File: src/rtl/if_fetch_ctrl.sv
// ---------------------------------------------------------------------------
// if_fetch_ctrl : fetch sequencer for the IF pipeline stage.
//
// Owns the fetch PC and drives an sram-like instruction-memory request
// handshake with at most one request outstanding. After a redirect it
// absorbs the stale response, and it holds one fetched instruction until
// ID accepts it. It also generates the write and flush strobes for the IF
// pipeline register.
//
// Optional feature: define IF_FETCH_PERF_EN to add two free-running 32-bit
// performance counters (fetches delivered, responses dropped).
//
// Ports:
//   clk              clock
//   rst              asynchronous active-low reset
//   exc_redirect     exception/eret redirect request (wins over branch)
//   exc_pc[31:0]     exception redirect target
//   br_redirect      branch/jump redirect request
//   br_pc[31:0]      branch redirect target
//   id_allow_in      ID can accept an instruction this cycle
//   inst_req         memory request valid
//   inst_addr[31:0]  memory request address (always the fetch PC)
//   inst_addr_ok     request accepted (only meaningful while inst_req=1)
//   inst_data_ok     read data returned
//   inst_rdata[31:0] read data
//   if_wr            IF register write enable
//   if_flush         IF register flush, one-cycle pulse after a redirect
//   if_pc[31:0]      PC of the held instruction
//   if_inst[31:0]    held instruction word
//   if_adel          held entry carries a fetch address-error exception
//   perf_fetch_cnt   (IF_FETCH_PERF_EN only) count of if_wr pulses
//   perf_discard_cnt (IF_FETCH_PERF_EN only) count of dropped responses
// ---------------------------------------------------------------------------
module if_fetch_ctrl #(
  parameter logic [31:0] RESET_PC = 32'hBFC0_0000,
  parameter logic [31:0] PC_STEP  = 32'd4
) (
  input  logic        clk,
  input  logic        rst,
  input  logic        exc_redirect,
  input  logic [31:0] exc_pc,
  input  logic        br_redirect,
  input  logic [31:0] br_pc,
  input  logic        id_allow_in,
  output logic        inst_req,
  output logic [31:0] inst_addr,
  input  logic        inst_addr_ok,
  input  logic        inst_data_ok,
  input  logic [31:0] inst_rdata,
  output logic        if_wr,
  output logic        if_flush,
  output logic [31:0] if_pc,
  output logic [31:0] if_inst,
  output logic        if_adel
`ifdef IF_FETCH_PERF_EN
  ,
  output logic [31:0] perf_fetch_cnt,
  output logic [31:0] perf_discard_cnt
`endif
);

  localparam logic [2:0] S_IDLE    = 3'd0;
  localparam logic [2:0] S_REQ     = 3'd1;
  localparam logic [2:0] S_WAIT    = 3'd2;
  localparam logic [2:0] S_DISCARD = 3'd3;
  localparam logic [2:0] S_HOLD    = 3'd4;

  logic [2:0]  r_state;
  logic [2:0]  w_state_nxt;
  logic [31:0] r_pc;
  logic [31:0] w_pc_nxt;
  logic        r_flush;
  logic [31:0] r_if_pc;
  logic [31:0] r_if_inst;
  logic        r_if_adel;

  logic        w_redirect;
  logic [31:0] w_target;
  logic        w_misalign;
  logic        w_inst_req;
  logic        w_addr_acc;
  logic        w_if_wr;
  logic        w_cap_data;
  logic        w_cap_adel;

  // Redirect resolution: exception target has priority over branch target.
  always_comb begin
    w_redirect = exc_redirect | br_redirect;
    if (exc_redirect) begin
      w_target = exc_pc;
    end else begin
      w_target = br_pc;
    end
  end

  // Request handshake and IF write strobe, decoded from the current state.
  always_comb begin
    w_misalign = (r_pc[1:0] != 2'b00);
    // A misaligned PC never reaches memory; it becomes an address-error entry.
    w_inst_req = (r_state == S_REQ) & ~w_misalign;
    w_addr_acc = w_inst_req & inst_addr_ok;
    w_if_wr    = (r_state == S_HOLD) & id_allow_in & ~w_redirect;
  end

  // Next-state, next-PC and capture decisions for the fetch sequencer.
  always_comb begin
    w_state_nxt = r_state;
    w_pc_nxt    = r_pc;
    w_cap_data  = 1'b0;
    w_cap_adel  = 1'b0;
    case (r_state)
      S_IDLE: begin
        w_state_nxt = S_REQ;
      end
      S_REQ: begin
        if (w_redirect) begin
          // If the old address was already accepted its response is stale.
          w_pc_nxt = w_target;
          if (w_addr_acc) begin
            w_state_nxt = S_DISCARD;
          end else begin
            w_state_nxt = S_REQ;
          end
        end else if (w_misalign) begin
          w_cap_adel  = 1'b1;
          w_state_nxt = S_HOLD;
        end else if (w_addr_acc) begin
          w_state_nxt = S_WAIT;
        end else begin
          w_state_nxt = S_REQ;
        end
      end
      S_WAIT: begin
        if (w_redirect) begin
          w_pc_nxt = w_target;
          // A coincident response retires the stale request right away.
          if (inst_data_ok) begin
            w_state_nxt = S_REQ;
          end else begin
            w_state_nxt = S_DISCARD;
          end
        end else if (inst_data_ok) begin
          w_cap_data  = 1'b1;
          w_state_nxt = S_HOLD;
        end else begin
          w_state_nxt = S_WAIT;
        end
      end
      S_DISCARD: begin
        if (w_redirect) begin
          w_pc_nxt = w_target;
        end else begin
          w_pc_nxt = r_pc;
        end
        if (inst_data_ok) begin
          w_state_nxt = S_REQ;
        end else begin
          w_state_nxt = S_DISCARD;
        end
      end
      S_HOLD: begin
        if (w_redirect) begin
          w_pc_nxt    = w_target;
          w_state_nxt = S_REQ;
        end else if (id_allow_in) begin
          w_pc_nxt    = r_pc + PC_STEP;
          w_state_nxt = S_REQ;
        end else begin
          w_state_nxt = S_HOLD;
        end
      end
      default: begin
        w_state_nxt = S_IDLE;
        w_pc_nxt    = RESET_PC;
      end
    endcase
  end

  // State, PC and flush-pulse registers.
  always_ff @(posedge clk or negedge rst) begin
    if (!rst) begin
      r_state <= S_IDLE;
      r_pc    <= RESET_PC;
      r_flush <= 1'b0;
    end else begin
      r_state <= w_state_nxt;
      r_pc    <= w_pc_nxt;
      r_flush <= w_redirect & (r_state != S_IDLE);
    end
  end

  // Held instruction entry: loaded from memory data or as an address error.
  always_ff @(posedge clk or negedge rst) begin
    if (!rst) begin
      r_if_pc   <= 32'h0000_0000;
      r_if_inst <= 32'h0000_0000;
      r_if_adel <= 1'b0;
    end else if (w_cap_data) begin
      r_if_pc   <= r_pc;
      r_if_inst <= inst_rdata;
      r_if_adel <= 1'b0;
    end else if (w_cap_adel) begin
      r_if_pc   <= r_pc;
      r_if_inst <= 32'h0000_0000;
      r_if_adel <= 1'b1;
    end else begin
      r_if_pc   <= r_if_pc;
      r_if_inst <= r_if_inst;
      r_if_adel <= r_if_adel;
    end
  end

`ifdef IF_FETCH_PERF_EN
  logic [31:0] r_perf_fetch;
  logic [31:0] r_perf_discard;
  logic        w_drop;

  // A response is dropped in DISCARD, or in WAIT when it meets a redirect.
  always_comb begin
    w_drop = inst_data_ok &
             ((r_state == S_DISCARD) | ((r_state == S_WAIT) & w_redirect));
  end

  // Wrapping performance counters.
  always_ff @(posedge clk or negedge rst) begin
    if (!rst) begin
      r_perf_fetch   <= 32'd0;
      r_perf_discard <= 32'd0;
    end else begin
      if (w_if_wr) begin
        r_perf_fetch <= r_perf_fetch + 32'd1;
      end else begin
        r_perf_fetch <= r_perf_fetch;
      end
      if (w_drop) begin
        r_perf_discard <= r_perf_discard + 32'd1;
      end else begin
        r_perf_discard <= r_perf_discard;
      end
    end
  end

  assign perf_fetch_cnt   = r_perf_fetch;
  assign perf_discard_cnt = r_perf_discard;
`endif

  assign inst_req  = w_inst_req;
  assign inst_addr = r_pc;
  assign if_wr     = w_if_wr;
  assign if_flush  = r_flush;
  assign if_pc     = r_if_pc;
  assign if_inst   = r_if_inst;
  assign if_adel   = r_if_adel;

endmodule

File: config.mk
export PLATFORM = sky130hd
export DESIGN_NAME = if_fetch_ctrl
export DESIGN_NICKNAME = d
export VERILOG_FILES = /design/src/rtl/if_fetch_ctrl.sv
export SDC_FILE = /design/constraint.sdc
export NUM_CORES = 1
export LEC_CHECK = 0
export BUFFER_PORTS_ARGS = -buffer_cell sky130_fd_sc_hd__buf_2
export CAP_MARGIN = 20
export CORE_MARGIN = 5
export CORE_UTILIZATION = 49
export CTS_CLUSTER_SIZE = 24
export DETAILED_ROUTE_END_ITERATION = 7
export PLACE_DENSITY = 0.82
export SETUP_SLACK_MARGIN = 0.05
export SLEW_MARGIN = 20
export SYNTH_ARGS = -nofsm -noshare
export SYNTH_HDL_FRONTEND = slang
export SYNTH_SLANG_ARGS = --single-unit
File: constraint.sdc
create_clock -name clk -period 2.3 [get_ports clk]
set_clock_uncertainty 0.05 [all_clocks]
set_input_delay 0.46 -clock clk [delete_from_list [all_inputs] [get_ports clk]]
set_output_delay 0.46 -clock clk [all_outputs]
set_load 0.1 [all_outputs]
# == Word level (Yosys, flattened, before mapping) ==
# Cells that the tools add are included.
# word_totals
reg_bits,101
latchBits,0
ramBits,0
rom_bits,0
input_bits,103
mem_count,0
# classes
add_sub_neg,1
mul,0
n_div,0
magnitude_cmp,0
eq_ne,6
n_shift,0
mux,27
bitwise,9
n_reduce_logical,6
# ops
cell,n
2-to-1 mux 32 bit,8
one-hot mux 32 bit (3 select lines),1
"adder 32 x 3 -> 32 bit, second input constant",1
2-to-1 mux 3 bit,6
one-hot mux 3 bit (5 select lines),1
2-to-1 mux 1 bit,8
"== test 3 x 2 -> 1 bit, second input constant",2
2-to-1 mux 2 bit,3
bitwise AND 1 bit,5
nonzero test 2 bit,2
"== test 3 x 1 -> 1 bit, second input constant",1
"== test 3 bit, second input constant",1
zero test 3 bit,1
"!= test 3 bit, second input constant",1
NOT 1 bit,3
AND reduction 3 bit,1
nonzero test 3 bit,1
OR reduction 3 bit,1
"!= test 2 x 1 -> 1 bit, second input constant",1
OR 1 bit,1

# == Logic depth before layout (Yosys ltp) ==
# Gate-level depths: netlist (run 1).
# depth
ltp_word,8
ltp_mapped,8
depth_no_buf,6

# == Worst setup path after synthesis (run 1) ==
# No wires, ideal clock.
# synth_timing
kind,input to register
start,in br_redirect
end,reg r_pc[27] (netlist: inst_addr[27])
setup_ps,84
arrival_ps,2458
setup_slack_ps,-292
path_stages,5
path_cell_list,buf_2 or3b_2 nor2_2 a21oi_1 o2bb2a_1
# synth_between
elab_chain_len,3
# synth_rtl
element,line_no,source
"start, declared",42,"input logic br_redirect,"
OR 1 bit *,88,w_redirect = exc_redirect | br_redirect;
"!= test 3 bit (no line), or another cell as far along",--,
AND reduction 3 bit (no line) / one-hot mux 32 bit (3 select lines) (equally long branches),--,
"end signal, assigned",187,r_pc <= w_pc_nxt;
"end, declared",70,logic [31:0] r_pc;
# Mark *: on every way between the ends. The rest lies on a longest branch, timed or not.
# A chain may end at the register's enable or synchronous reset.

# == Final worst setup path (run 1) ==
# layout_timing
start,reg r_state[1]
end,out if_wr
# layout_between
elab_chain_len,3
# layout_rtl
element,line_no,source
"start, declared",68,logic [2:0] r_state;
"start signal, assigned",186,r_state <= w_state_nxt;
== test 3 bit,102,w_if_wr = (r_state == S_HOLD) & id_allow_in & ~w_redirect;
bitwise AND 1 bit (2 in a row),102,
"end, declared",50,"output logic if_wr,"
# No other way between the ends.

==> results of run 1 <==
## registers in the layout (all words and copies together) (netlist names)
signal	count
if_adel	1
if_flush	1
inst_addr	32
r_state	3
if_pc	32
if_inst	32
## placed cells by master (no fill, tap or decap), types with 4 or more instances in the layout
cell	count
a211oi_1	5
nand4_1	10
nor3_1	10
o21ai_0	33
o22ai_1	15
a21oi_1	23
nand2_1	23
dfrtp_1	73
a22o_1	41
o32a_1	7
clkbuf_8	10
nand3_1	10
buf_4	32
nor2_1	31
dfrtp_2	19
dfstp_2	9
and4_1	4
mux2_2	39
mux2i_1	21
buf_2	199
inv_1	11
## cell type report
type | count | area, sq um
inverters | 11 | 41.3
clock inverters | 5 | 60.1
flip-flops and latches | 101 | 2560
clock buffers | 11 | 141
well taps | 136 | 170
fillers | 813 | 3590
repair buffers | 236 | 1320
multi-input cells | 339 | 2490
## worst max-delay path by stage
stage                         end  depth (start not counted)
finish                      if_wr                          4
CTS                         if_wr                          4
floorplan           inst_addr[27]                          5
global placement    inst_addr[14]                          7
global route                if_wr                          4
detailed placement  inst_addr[14]                          7
## logic make-up (layout without fill, tap and decap cells)
family	after synthesis	in the layout	share of synthesized area, %
AOI/OAI and AO/OA	151	151	20.4
and+or+nand+nor	124	124	13.7
DFF	101	101	48.6
muxes	60	60	12.4
buffers and inverters	43	263	4.12
xor gates and xnor gates	3	3	0.503
adders and majority gates	1	1	0.239
## stage by stage
| stage | setup WS [ns] | hold slack [ns] |
|---|---|---|
| after floorplan | 0.0226 | 0.114 |
| after global placement | 0.253 | 0.420 |
| after detailed placement | 0.210 | 0.428 |
| after CTS | 0.0733 | 0.0437 |
| after global routing | 0.0366 | 0.0585 |
| final | 0.0809 | 0.0231 |
## what timing repair did
item                                    CTS  global route
setup buffers                             1             0
endpoints found under the setup margin    1             9
pin swaps                                 1             0
resized for setup                         1             3
## layer usage
layer  vias up  part of all wire (%)
met4         0                   1.6
met2       255                    47
met5         -                     0
met3        24                   8.8
li1       2255                     -
met1      2300                    42
## critical path, cell delays in order, from the launching register on
cell and delay, ns:
dfrtp_1 0.41, or3b_4 0.41, buf_4 0.18, nor2_4 0.13, buf_12 0.19
==> impl_metrics.toml, run 1 <==
[floorplan]
die_h_um = 113
rows = 37
start_util_pct = 50.4
die-area_sq_mm = 0.0128
io_pins = 203
die-width_um = 113
core_sq_mm = 0.0104

[synthesis]
synth_largest_area_cell = "dfrtp_1"
synth_edf_count = 0
postSynthCellCount = 483
netlist_top_cells_area = "dfrtp_1 44%, mux2_2 8.4%, a22o_1 6.9%"
synth_area_sq_mm = 0.00523
ys_ff_latch = 101
synth.top_cell.area_share_pct = 44.1
synth_most_common_cell = "dfrtp_1"
synth-seq-area-share_pct = 48.6
synth_cell_types = 63
synth_common_cells = "92 x dfrtp_1, 41 x a22o_1, 39 x mux2_2"
yosysWarnings = 0
syn_area_per_cell_sq_um = 10.8
synthFlopType = "dfrtp_1"
async_flop_share_pct = 100
synth_fp_nets = 587

[setup_path]
r2r_cells = 7
worstPathMaxFanout = 6
cp.arrival_ns = 1.71
r2r_slack_ns = 0.21
startpoint = "r_state[1]"
startpoint_type = "flip-flop"
r2r_end = "inst_addr[12]"
worstSetupEndpointType = "output port"
path_class = "reg2out"
crit_required_ns = 1.79
rr_startpoint = "r_state[1]"

[sta]
report.final.hold_viol_count = 0
period_minus_slack_ns = 2.22
rsz0062_at_grt = "yes"
max_freq_mhz = 451
finalCritPeriodShare_pct = 96.5
worst_pin_slew_ns = 0.509
slew_viol_final = 0
tns_ns = 0
relSlewSlack_pct = 66.3
setup_viol = 0

[routing]
drc = 0
vias = 4834
dr.pass1.iters = 5
wirelength_mm = 15.3
antenna_left = 0
avgViaCountPerCell = 5.76
routedWlPerCell_um = 18.2
drt_iter0_drc = 235

[grt]
busiest_layer = "met2"
global_route.usage.met2_pct = 39.2
grt_max_degree = 65
grt_use_met1_pct = 31.4
use_met3_pct = 4.01
antenna_found_initial = 0
grt_pass1_vias = 4860
grt_overflow = 0
grt_pass1_wl_mm = 24.5
grt.total_usage_pct = 23.5

[clock_network]
clockBufferDepth = 2
cts_hold_buffers = 0
cts_tree = "yes"
insertion_delay_ns = 0.37
cts_made_buffers = 9
cts_root_buffer = "clkbuf_8"
cts.clk_slew.worst_paths_ns = 0.10
h-tree-depth = 3
cts.sinks = 101

[placed_design]
placedInstanceArea_sq_mm = 0.00656
io_buffers = 202
post-place-cells = 822
gp_congestion = 0.856
hpwl_mm = 11.6

[cells_and_area]
insertedDiodeCount = 0
drive_gt1_share_pct = 48.6
final_cells = 839
final_net_count = 802
postLayoutCoreUtil_pct = 65.4
area_growth_pct = 29.8
final_cell_area_sq_mm = 0.00678

[outcome]
status = "completed"

[flow_run]
maxCapViolations = 0

[worst_hold_path]
hold_class = "in2async"
Power of run 1 is not shown: default switching activity piles up to over one toggle a cycle in this logic, so the estimate is an artifact.
==> run 2: changes to the inputs <==
- CELL_PAD_IN_SITES_DETAIL_PLACEMENT: unset -> 1
- CELL_PAD_IN_SITES_GLOBAL_PLACEMENT: unset -> 1
- CORE_UTILIZATION: 49 -> 33
- PLACE_DENSITY: 0.82 -> 0.78
- clock period: 2.3 -> 1.8 ns (I/O delays scaled with it)
==> impl_metrics.toml, run 2 (same netlist as run 1, synthesis figures left out) <==
[outcome]
status = "finished, violations left"
violations = "negative setup slack"

[cells_and_area]
multi_input_area_sq_mm = 0.00313
final_net_count = 907
layout_commonest_cell = "buf_2"
area_growth_pct = 74.1
seq_area_sq_mm = 0.00264
num-fill-cells = 1691
drive_gt1_share_pct = 64.0
postLayoutCoreUtil_pct = 57.9
insertedDiodeCount = 0
layout_common_cells = "177 x buf_2, 91 x buf_4, 70 x dfrtp_1"

[placed_design]
gp_congestion = 0.896
hpwl_mm = 14.9
io_buffers = 202

[routing]
wirelength_mm = 26.3
avgViaCountPerCell = 5.68
drt_iter0_drc = 274
antenna_left = 0
vias = 5813
routedWlPerCell_um = 25.6
drc = 0
dr.pass1.iters = 5

[sta]
tns_ns = -11.31
slew_viol_final = 0
finalWorstSetupSlack_ns = -0.303
fin_hold_ws_ns = 0.165
finalCritPeriodShare_pct = 117
report.final.hold_viol_count = 0
max_freq_mhz = 475
rsz0062_at_grt = "yes"
period_minus_slack_ns = 2.10
relSlewSlack_pct = 57.8
setup_viol = 92
worst_pin_slew_ns = 0.628

[grt]
antenna_found_initial = 0
grt_pass1_vias = 6128
grt.total_usage_pct = 23.9
grt_max_degree = 41
grt_overflow = 0
grt_pass1_wl_mm = 34.5

[floorplan]
die-width_um = 136
rows = 46
die_h_um = 136
die-area_sq_mm = 0.0184
start_util_pct = 33.3
core_sq_mm = 0.0157
io_pins = 203

[clock_network]
cts.clk_slew.worst_paths_ns = 0.08
cts_tree = "yes"
cts_root_buffer = "clkbuf_16"
insertion_delay_ns = 0.36
clockBufferDepth = 2
cts_made_buffers = 9
cts.sinks = 101
h-tree-depth = 3

[setup_path]
crit_required_ns = 1.39
worstPathMaxFanout = 3
worstSetupEndpointType = "output port"
startpoint_type = "flip-flop"
cp.arrival_ns = 1.69
path_class = "reg2out"

[flow_run]
maxCapViolations = 0

[worst_hold_path]
hold_class = "in2reg"
[run 2: cell count changes in the layout (fill, tap and decap cells not counted), sizes merged]
cell / delta
nand2b: +1
dlygate4sd3: +1
clkbuf: +8
buf: +94
bufinv: -1
inv: +2
[run 2: cell type report]
cell class | instances | share of cell area (%)
clock inverters | 6 | 0.578
repair buffers | 340 | 29.9
well taps | 216 | 2.97
flip-flops and latches | 101 | 29.0
multi-input cells | 340 | 34.4
clock buffers | 10 | 2.63
inverters | 11 | 0.454
[run 2: worst paths after layout]
kind / start / slack [ns] / end / depth (start not counted)
min in group asynchronous: rst / 0.44 / if_pc[12] / 2
min reg2reg: inst_addr[31] / 0.45 / inst_addr[31] / 2
max: r_state[1] / -0.30 / if_wr / 4
max reg2reg: r_state[1] / -0.30 / inst_addr[11] / 8
min: inst_rdata[14] / 0.16 / if_inst[14] / 2
max in group asynchronous: rst / 0.60 / inst_addr[31] / 3
[run 2: what timing repair did]
action | 4_1_cts | 5_1_grt
resized for setup | 98 | 80
endpoints found under the setup margin | 59 | 99
hold buffers | 1 | 0
cloned | 4 | 13
endpoints found under the hold margin | 23 | 0
setup buffers | 25 | 19
pin swaps | 25 | 61
[run 2: worst max-delay path, cell delays in order (launching register included)]
cell and delay [ns]:
dfrtp_1 0.42, or3b_4 0.43, buf_6 0.14, nor2_4 0.15
buf_12 0.19
[run 2: metal layers]
metal  routed length [um]  vias to the layer above  GRT usage [%]
li1                     -                     2483              -
met1                10200                     2944           29.0
met2                13200                      309           41.7
met3                 1770                       77           5.40
met4                 1080                        0           8.57
met5                    0                        -              0
[run 2: per-stage QoR]
step | setup WS, ns | area, sq um | std cells
after floorplan | -0.295 | 5540 | 483
after global placement | -0.104 | 7430 | 951
after detailed placement | -0.162 | 7430 | 951
after CTS | -0.274 | 8400 | 997
after global routing | -0.318 | 9090 | 1024
final | -0.303 | 9090 | 1024
Power of run 2 is left out for the same reason.
